File: config.mk
export PLATFORM = sky130hd
export DESIGN_NAME = fetch_sequencer
export DESIGN_NICKNAME = d
export VERILOG_FILES = /design/src/rtl/fetch_sequencer.sv
export SDC_FILE = /design/constraint.sdc
export NUM_CORES = 1
export LEC_CHECK = 0
export CORE_ASPECT_RATIO = 0.8
export CORE_UTILIZATION = 24
export DETAILED_ROUTE_END_ITERATION = 16
export GPL_ROUTABILITY_DRIVEN = 1
export SLEW_MARGIN = 15
export SYNTH_ARGS = -nofsm -noshare
export SYNTH_HDL_FRONTEND = slang
export SYNTH_SLANG_ARGS = --single-unit
File: constraint.sdc
create_clock -name clk -period 2.6 [get_ports clk]
set_clock_uncertainty 0.2 [all_clocks]
set_input_delay 0.39 -clock clk [delete_from_list [all_inputs] [get_ports clk]]
set_output_delay 0.39 -clock clk [all_outputs]
set_load 0.05 [all_outputs]
File: src/rtl/fetch_sequencer.sv
// Fetch sequencer: drives program_counter next value, single-outstanding imem fetch, decode hand-off.
// Optional macro FETCH_MISALIGN_CHECK_EN turns misaligned redirects into traps with a misalign_err pulse.
module fetch_sequencer #(
  parameter logic [31:0] RESET_VECTOR = 32'h0000_0000,
  parameter logic [31:0] TRAP_VECTOR  = 32'h0000_0100
) (
  input  logic        clk,
  input  logic        rst,
  input  logic [31:0] pc_in,
  output logic [31:0] pc_next,
  output logic        imem_req,
  output logic [31:0] imem_addr,
  input  logic        imem_gnt,
  input  logic        imem_rvalid,
  input  logic [31:0] imem_rdata,
  output logic        instr_valid,
  output logic [31:0] instr,
  output logic [31:0] instr_pc,
  input  logic        instr_ready,
  input  logic        stall,
  input  logic        redirect_valid,
  input  logic [31:0] redirect_target,
  input  logic        trap,
  output logic        misalign_err
);

  typedef enum logic [1:0] {BOOT, REQ, WAIT, DELIVER} state_e;

  state_e      state_q, state_d;
  logic        kill_q, kill_d;
  logic [31:0] req_pc_q, req_pc_d;
  logic [31:0] instr_q, instr_d;
  logic [31:0] instr_pc_q, instr_pc_d;
  logic        valid_q, valid_d;
  logic        misalign_q, misalign_d;

  logic        mis_c;
  logic [31:0] tgt_c;
  logic        trap_c;
  logic        redir_c;
  logic        flush_c;

`ifdef FETCH_MISALIGN_CHECK_EN
  assign mis_c = redirect_valid && (redirect_target[1:0] != 2'b00);
  assign tgt_c = redirect_target;
`else
  logic unused_lsb_c;
  assign unused_lsb_c = ^redirect_target[1:0];
  assign mis_c        = 1'b0;
  assign tgt_c        = {redirect_target[31:2], 2'b00};
`endif

  // A misaligned redirect behaves exactly like a trap.
  assign trap_c  = trap || mis_c;
  assign redir_c = redirect_valid && !trap_c;
  assign flush_c = trap_c || redir_c;

  // Next-state, PC steering and request generation.
  always_comb begin
    state_d    = state_q;
    kill_d     = kill_q;
    req_pc_d   = req_pc_q;
    instr_d    = instr_q;
    instr_pc_d = instr_pc_q;
    valid_d    = valid_q;
    misalign_d = 1'b0;
    pc_next    = pc_in;
    imem_req   = 1'b0;
    imem_addr  = 32'h0;

    case (state_q)
      BOOT: begin
        pc_next = RESET_VECTOR;
        state_d = REQ;
      end
      REQ: begin
        imem_req = !stall && !trap && !redirect_valid;
        if (imem_req) begin
          imem_addr = pc_in;
        end
        if (imem_req && imem_gnt) begin
          pc_next  = pc_in + 32'd4;
          req_pc_d = pc_in;
          state_d  = WAIT;
        end
      end
      WAIT: begin
        // A response arriving together with a flush already belongs to the dead path.
        if (flush_c && imem_rvalid) begin
          kill_d  = 1'b0;
          state_d = REQ;
        end else if (flush_c) begin
          kill_d = 1'b1;
        end else if (imem_rvalid) begin
          if (kill_q) begin
            kill_d  = 1'b0;
            state_d = REQ;
          end else begin
            instr_d    = imem_rdata;
            instr_pc_d = req_pc_q;
            valid_d    = 1'b1;
            state_d    = DELIVER;
          end
        end
      end
      DELIVER: begin
        if (flush_c || instr_ready) begin
          valid_d = 1'b0;
          state_d = REQ;
        end
      end
      default: state_d = BOOT;
    endcase

    if (state_q != BOOT) begin
      if (trap_c) begin
        pc_next = TRAP_VECTOR;
      end else if (redir_c) begin
        pc_next = tgt_c;
      end
      misalign_d = mis_c;
    end
  end

  always_ff @(posedge clk or negedge rst) begin
    if (!rst) begin
      state_q    <= BOOT;
      kill_q     <= 1'b0;
      req_pc_q   <= 32'h0;
      instr_q    <= 32'h0;
      instr_pc_q <= 32'h0;
      valid_q    <= 1'b0;
      misalign_q <= 1'b0;
    end else begin
      state_q    <= state_d;
      kill_q     <= kill_d;
      req_pc_q   <= req_pc_d;
      instr_q    <= instr_d;
      instr_pc_q <= instr_pc_d;
      valid_q    <= valid_d;
      misalign_q <= misalign_d;
    end
  end

  assign instr_valid  = valid_q;
  assign instr        = instr_q;
  assign instr_pc     = instr_pc_q;
  assign misalign_err = misalign_q;

endmodule

**Yosys cells after proc, flatten, opt, wreduce, memory -nomap -nowiden**

Cells that the tools add are included.

- Register bits: 100
- Output and inout port bits: 131
- Input bits: 104

- Add/sub/neg operators: 1
- Bitwise logic cells: 3
- Muxes and demuxes: 24
- Equality and inequality tests: 11
- Reduce and logical (&&, ||, !) cells: 19

Operators with widths:

| kind | number |
|---|---|
| 32-bit two-way mux | 6 |
| 32-bit case mux with 2 select lines | 1 |
| 32-bit by 3-bit adder with 32-bit output (second input constant) | 1 |
| 2-bit two-way mux | 6 |
| 2-bit inequality test (second input constant) | 6 |
| 1-bit two-way mux | 9 |
| 2-bit case mux with 4 select lines | 1 |
| 3-bit inequality test (second input constant) | 2 |
| 6-bit AND reduction | 1 |
| 1-bit logical AND | 5 |
| 5-bit AND reduction | 1 |
| 2-bit == test (second input constant) | 2 |
| 2-bit AND reduction | 2 |
| 4-bit AND reduction | 1 |
| 2-bit nonzero test | 2 |
| 1-bit zero test | 3 |
| 1-bit inverter | 3 |
| 3-bit nonzero test | 1 |
| 2-bit by 1-bit == test with 1-bit output (second input constant) | 1 |
| 2-bit zero test | 1 |
| 1-bit logical OR | 2 |
| 1-bit case mux with 2 select lines | 1 |

**Depth between registers and ports, before layout**

Gate-level depths: netlist (run 1).

- Depth after elaboration: 9
- Gate-level depth with buffers: 10
- Gate-level depth less buffers: 7

**Least setup slack after synthesis (run 1)**

No wires, ideal clock.

- Path type: register to output
- From: register state_q[1]
- To: output pc_next[17]
- Path slack: -1.380 ns
- Stages on the path, launching flop included: 9
- Arrival: 3.390 ns
- Data required time: 2.010 ns
- Path through: dfrtp_1 inv_1 ha_1 clkbuf_2 nor4b_4 and3_1 buf_4 nand4_1 o311ai_0

- Word-level cells in the longest chain between the ends: 5
- Elaborated cells between the ends (all ways): 7
- Those cells by class: 1 x eq/ne; 4 x mux; 2 x reduce/logical

RTL lines:

| item | RTL line | text |
|---|---|---|
| start, declared | 29 | `state_e state_q, state_d;` |
| start signal, assigned | 135 | `state_q <= state_d;` |
| 2-bit by 1-bit == test with 1-bit output or 2-bit zero test (tied branches) | 71 | `case (state_q)` |
| 32-bit case mux with 2 select lines | 71 |  |
| 32-bit two-way mux | 118 | `end else if (redir_c) begin` |
| 32-bit two-way mux | 116 | `if (trap_c) begin` |
| 32-bit two-way mux (*) | 115 | `if (state_q != BOOT) begin` |
| end, declared | 10 | `output logic [31:0] pc_next,` |

Every way passes the cells marked *; elsewhere a longest branch is shown, timed or not.

**Worst setup path in the final report (run 1)**

- From: register state_q[1]
- To: output pc_next[25]

The elaborated chain is that of the path after synthesis.

==> flow_summary.yaml, run 1 <==
sta:
  setup_violations: 30
  setup_ws_ns: -0.3323
  min_period_ns: 2.932
  timing.hold.ws_ns: 0.2165
  hold_viol_final: 0
  fmax_mhz: 341.0
  rsz0062_at_grt: "yes"
  finalCritPeriodShare: 1.128
  tightest_slew_ns: 0.5575
  maxSlewHeadroom: 0.6272
  slew_violations: 0
setup_path:
  start_kind: "register"
  reg2reg_slack_ns: 0.40
  endpoint_kind: "output pin"
  critPathKind: "reg -> out"
  required_ns: 2.01
  arrival_ns: 2.34
  crit_fanout: 3
floorplanning:
  core_region_area_um2: 21560
  die_area_um2: 22590
  io_pins: 235
  rows: 48
  dieWidth_um: 167.8
  die-height_um: 134.6
  start_util: 0.2447
synthesis:
  synth_area_leader_cell: "dfrtp_1"
  synth_area_leaders: "dfrtp_1, mux2_2, and2_1"
  synth_top_area_frac: 0.4743
  ys.flop_type: "dfrtp_1"
  ys_ff_latch: 100
  syn-num-nets: 579
  syn_inst: 469
  syn_avg_cell_area_um2: 11.25
  yosysSeqAreaShare: 0.4743
  synth_area_um2: 5276
  ys_types: 54
  async_flop_share: 1.000
  yosys_warnings: 0
  synth-edff-count: 0
drt:
  ant_nets: 0
  drt-wirelength-per-cell_um: 18.36
  dr.pass1.iters: 4
  drt-initial-drc-count: 187
  routed_via_density: 4.692
  vias: 5086
  routed_wl_mm: 19.90
  drc_errors: 0
clock_tree:
  clockBufferDepth: 2
  cts_buffers: 9
  clk_latency_ns: 0.34
  cts_max_level: 3
  cts_tree: "done"
  cts_root_buf: "clkbuf_16"
  cts.reportedPaths.clkPinSlew_ns: 0.08
  clock_sinks: 100
outcome:
  run_status: "complete, but fails checks"
  violations: "setup timing"
final_layout:
  drive_above_1_share: 0.4796
  area_growth_pct: 95.97
  finalCoreUtilization: 0.4796
  nets: 912
  fin_cells: 1084
  fillers: 1979
grt:
  antenna_found_initial: 2
  grt_pass1_vias: 5144
  grtUsageTotal: 0.1793
  grt_max_degree: 59
  grt_pass1_wl_mm: 30.37
  overflow: 0
power_and_ir_drop:
  p_leak_nw: 4.663
  power_w: 0.008807
  p_per_area_nw_per_um2: 851.8
  ir_drop_mv: 0.6133
run:
  drv_cap: 0
placed_design:
  dp_cells: 1042
  gp_congestion: 0.7883
  io_buffers: 231
  dpl.hpwl_mm: 14.89
hold_path:
  hold_class: "in -> async"
[Yosys cell counts, drive strengths merged (4+ instances only)]
| cell type | instances |
|---|---|
| a21oi | 9 |
| a22o | 10 |
| and2 | 38 |
| and3 | 7 |
| and4 | 4 |
| buf | 15 |
| clkbuf | 14 |
| dfrtp | 100 |
| ha | 6 |
| inv | 8 |
| mux2 | 95 |
| mux2i | 8 |
| nand2 | 45 |
| nand2b | 4 |
| nand3 | 27 |
| nand4 | 14 |
| nor2 | 7 |
| o211ai | 11 |
| o21ai | 9 |
| o311ai | 8 |
[state kept, by name, indices dropped and copies added, names as in the netlist]
| register | count |
|---|---|
| req_pc_q | 32 |
| state_q | 2 |
| instr | 32 |
| instr_valid | 1 |
| kill_q | 1 |
| instr_pc | 32 |
[placed cells by master (no fill, tap or decap), types with 6 or more instances in the layout]
cell type / instances
o21ai_0: 6
clkdlybuf4s50_1: 141
o211ai_1: 9
and2_4: 26
clkbuf_16: 10
nand3_1: 14
mux2_1: 7
buf_6: 12
mux2_2: 87
and2_1: 12
nand4_1: 13
buf_12: 70
nand2_1: 38
mux2i_1: 7
buf_4: 97
dlygate4sd2_1: 24
dfrtp_1: 99
nand3_2: 8
a21oi_1: 7
[power by group]
group	switching [W]	internal (W)
combinational	0.00280	0.00246
sequential	0.000220	0.00201
clock	0.000643	0.000669
[final cells by class]
type | instances | area (um2) | area share
clock buffers | 10 | 229.0 | 0.02214
flip-flops and latches | 100 | 2504 | 0.2421
well taps | 275 | 344.1 | 0.03328
clock inverters | 6 | 55.05 | 0.005324
inverters | 8 | 30.03 | 0.002904
repair buffers | 351 | 4044 | 0.3911
multi-input cells | 332 | 3129 | 0.3026
diodes | 2 | 5.005 | 0.0004840
[path summary, 6_finish.rpt]
kind	from	end	cells after the start
setup / recovery	state_q[1]	pc_next[25]	8
hold / removal	rst	instr[28]	2
setup reg to reg	state_q[0]	req_pc_q[26]	7
hold reg to reg	req_pc_q[30]	req_pc_q[30]	2
max in group asynchronous	rst	req_pc_q[11]	3
min in group clk	req_pc_q[30]	req_pc_q[30]	2
[timing repair]
action / CTS / global route
endpoints found under the setup margin: 54 / 64
cloned: 2 / 0
hold endpoints to repair: 67 / 0
buffers inserted: 21 / 3
gates resized for setup: 114 / 25
hold buffers: 1 / 0
pin swaps: 31 / 17
[through the flow]
step                      setup slack [ns]  setup TNS, ns  area, um2
after global placement             -0.5006         -21.21       9380
after CTS                          -0.3492         -7.171      10270
after global routing               -0.4488         -9.894      10340
after detailed placement           -0.5129         -26.10       9380
after floorplan                    -0.4819         -4.206       5460
final                              -0.3323         -6.531      10340
[kinds of logic after synthesis]
logic type,count (synthesis),synth area share
and+or+nand+nor,163,0.1760
muxes,103,0.2179
DFF,100,0.4743
AOI/OAI and AO/OA,57,0.08086
buffers and inverters,37,0.03273
adders and majority gates,6,0.01423
xor gates and xnor gates,2,0.003321
other,1,0.0007107
[critical path, stage by stage (launching register included)]
cell	delay, ns
dfrtp_1	0.39
inv_2	0.08
ha_4	0.12
nor4b_4	0.25
and4_4	0.29
nand4_1	0.20
o211ai_1	0.33
o311ai_4	0.16
buf_12	0.17
[per-layer routing]
metal | track usage | up-vias | share of wire
li1 | - | 2380 | -
met1 | 0.2401 | 2528 | 0.46
met2 | 0.2870 | 165 | 0.47
met3 | 0.05334 | 13 | 0.069
met4 | 0.03568 | 0 | 0.0088
met5 | 0 | - | 0
Power figures use the tool's default switching activity.
==> run 2: changes to the inputs <==
--- a/config.mk
+++ b/config.mk
@@ -5,10 +5,12 @@
 export SDC_FILE = /design/constraint.sdc
 export NUM_CORES = 1
 export LEC_CHECK = 0
+export ABC_CLOCK_PERIOD_IN_PS = 2600
 export CORE_ASPECT_RATIO = 0.8
-export CORE_UTILIZATION = 24
+export CORE_UTILIZATION = 38
 export DETAILED_ROUTE_END_ITERATION = 16
 export GPL_ROUTABILITY_DRIVEN = 1
+export PLACE_DENSITY = 0.77
 export SLEW_MARGIN = 15
 export SYNTH_ARGS = -nofsm -noshare
 export SYNTH_HDL_FRONTEND = slang
==> flow_summary.yaml, run 2 (synthesis results as in run 1) <==
outcome:
  run_status: "complete, but fails checks"
  violations: "setup timing"
grt:
  grtUsageTotal: 0.2830
  antenna_found_initial: 0
  grt_max_degree: 65
  grt_pass1_vias: 5641
  overflow: 0
  grt_pass1_wl_mm: 30.79
drt:
  dr.pass1.iters: 5
  ant_nets: 0
  routed_via_density: 5.419
  drt-wirelength-per-cell_um: 21.65
  drc_errors: 0
  drt-initial-drc-count: 268
  routed_wl_mm: 21.48
  vias: 5376
floorplanning:
  start_util: 0.3894
  rows: 38
  die_area_um2: 14360
  core_region_area_um2: 13550
  die-height_um: 107.4
  dieWidth_um: 133.7
  io_pins: 235
final_layout:
  area_growth_pct: 96.70
  diodes: 0
  drive_above_1_share: 0.4926
  design_area_um2: 10380
  layout_commonest_cell: "clkdlybuf4s50_1"
  nets: 917
  layout_common_cells: "clkdlybuf4s50_1, dfrtp_1, buf_4, mux2_2, buf_12"
placed_design:
  gp_congestion: 0.8765
  place_ws_ns: -0.5252
  post_dp_cell_area_um2: 9145
  io_buffers: 231
  dpl.hpwl_mm: 14.34
power_and_ir_drop:
  p_switching_w: 0.003813
  power.internal_w: 0.005246
  clockPowerShare: 0.157
  p_leak_nw: 4.762
  swShare: 0.4209
  power_w: 0.009059
  seqPwrFrac: 0.250
  combPwrFrac: 0.593
  p_per_area_nw_per_um2: 872.8
  ir_drop_mv: 0.6328
sta:
  setup_violations: 65
  min_period_ns: 3.011
  fmax_mhz: 332.2
  rsz0062_at_grt: "yes"
  fin_setup_tns_ns: -12.98
  finalCritPeriodShare: 1.158
  maxSlewHeadroom: 0.6302
  timing.hold.ws_ns: 0.2931
  hold_viol_final: 0
  slew_violations: 0
  setup_ws_ns: -0.4106
  tightest_slew_ns: 0.5530
clock_tree:
  cts_tree: "done"
  clock_sinks: 100
  cts_max_level: 3
  cts_buffers: 9
  cts.reportedPaths.clkPinSlew_ns: 0.08
  clk_latency_ns: 0.36
  clockBufferDepth: 2
  cts_root_buf: "clkbuf_16"
setup_path:
  required_ns: 2.01
  crit_fanout: 3
  critPathKind: "reg -> out"
  start_kind: "register"
  endpoint_kind: "output pin"
  arrival_ns: 2.42
hold_path:
  hold_class: "reg -> reg"
run:
  drv_cap: 0
## run 2: cell types whose count changed in the layout (fill, tap and decap cells not counted), moves of 3 or more
cell | previous run | this run
nand3_2 | 8 | 4
and2_4 | 26 | 35
buf_8 | 2 | 7
buf_4 | 97 | 94
buf_6 | 12 | 17
clkbuf_16 | 10 | 13
and2_1 | 12 | 3
## run 2: critical path, cell delays in order, from the launching register on
cell and delay (ns):
dfrtp_1 0.40, inv_2 0.08, ha_4 0.14, nor4b_4 0.30, and4_4 0.31, and4_4 0.23, nand2_1 0.05, o211ai_1 0.30
clkbuf_16 0.24
## run 2: power groups by stage
stage | Combinational [W] | Sequential (W) | Clock [W]
after global routing | 0.00556 | 0.00232 | 0.00151
after detailed placement | 0.00468 | 0.00229 | 0
after CTS | 0.00515 | 0.00226 | 0.00145
after floorplan | 0.00193 | 0.00292 | 0
after global placement | 0.00461 | 0.00225 | 0
final | 0.00537 | 0.00226 | 0.00142
## run 2: layer usage
layer,GRT usage,up-vias,part of all wire
met5,0,-,0
met1,0.3211,2628,0.38
li1,-,2374,-
met4,0.1242,0,0.038
met2,0.4926,301,0.50
met3,0.08475,73,0.084
## run 2: what timing repair did
item | CTS | global route
setup endpoints to repair | 52 | 64
pin swaps | 30 | 20
hold buffers | 1 | 0
endpoints found under the hold margin | 36 | 0
buffers inserted | 24 | 10
resized for setup | 111 | 51
cloned | 1 | 4
## run 2: final cells by class
class | count | area, um2
repair buffers | 356 | 4098
multi-input cells | 332 | 3216
fillers | 825 | 3172
flip-flops and latches | 100 | 2502
clock buffers | 9 | 225.2
well taps | 180 | 225.2
clock inverters | 7 | 82.58
inverters | 8 | 30.03
## run 2: through the flow
step / utilization / instances
after CTS: 0.7412 / 978
final: 0.7659 / 992
after floorplan: - / 469
after global placement: 0.6749 / 937
after detailed placement: 0.6749 / 937
after global routing: 0.7659 / 992
## run 2: path summary, 6_finish.rpt
path                       startpoint          end  slack [ns]  depth (start not counted)
max                        state_q[1]  pc_next[29]       -0.41                          8
min                         instr[16]    instr[16]        0.29                          1
max reg2reg                state_q[0]    instr[12]        0.37                          7
min reg2reg                 instr[16]    instr[16]        0.29                          1
max in group asynchronous         rst  instr_pc[9]        1.12                          3
min in group asynchronous         rst  instr_valid        0.37                          2
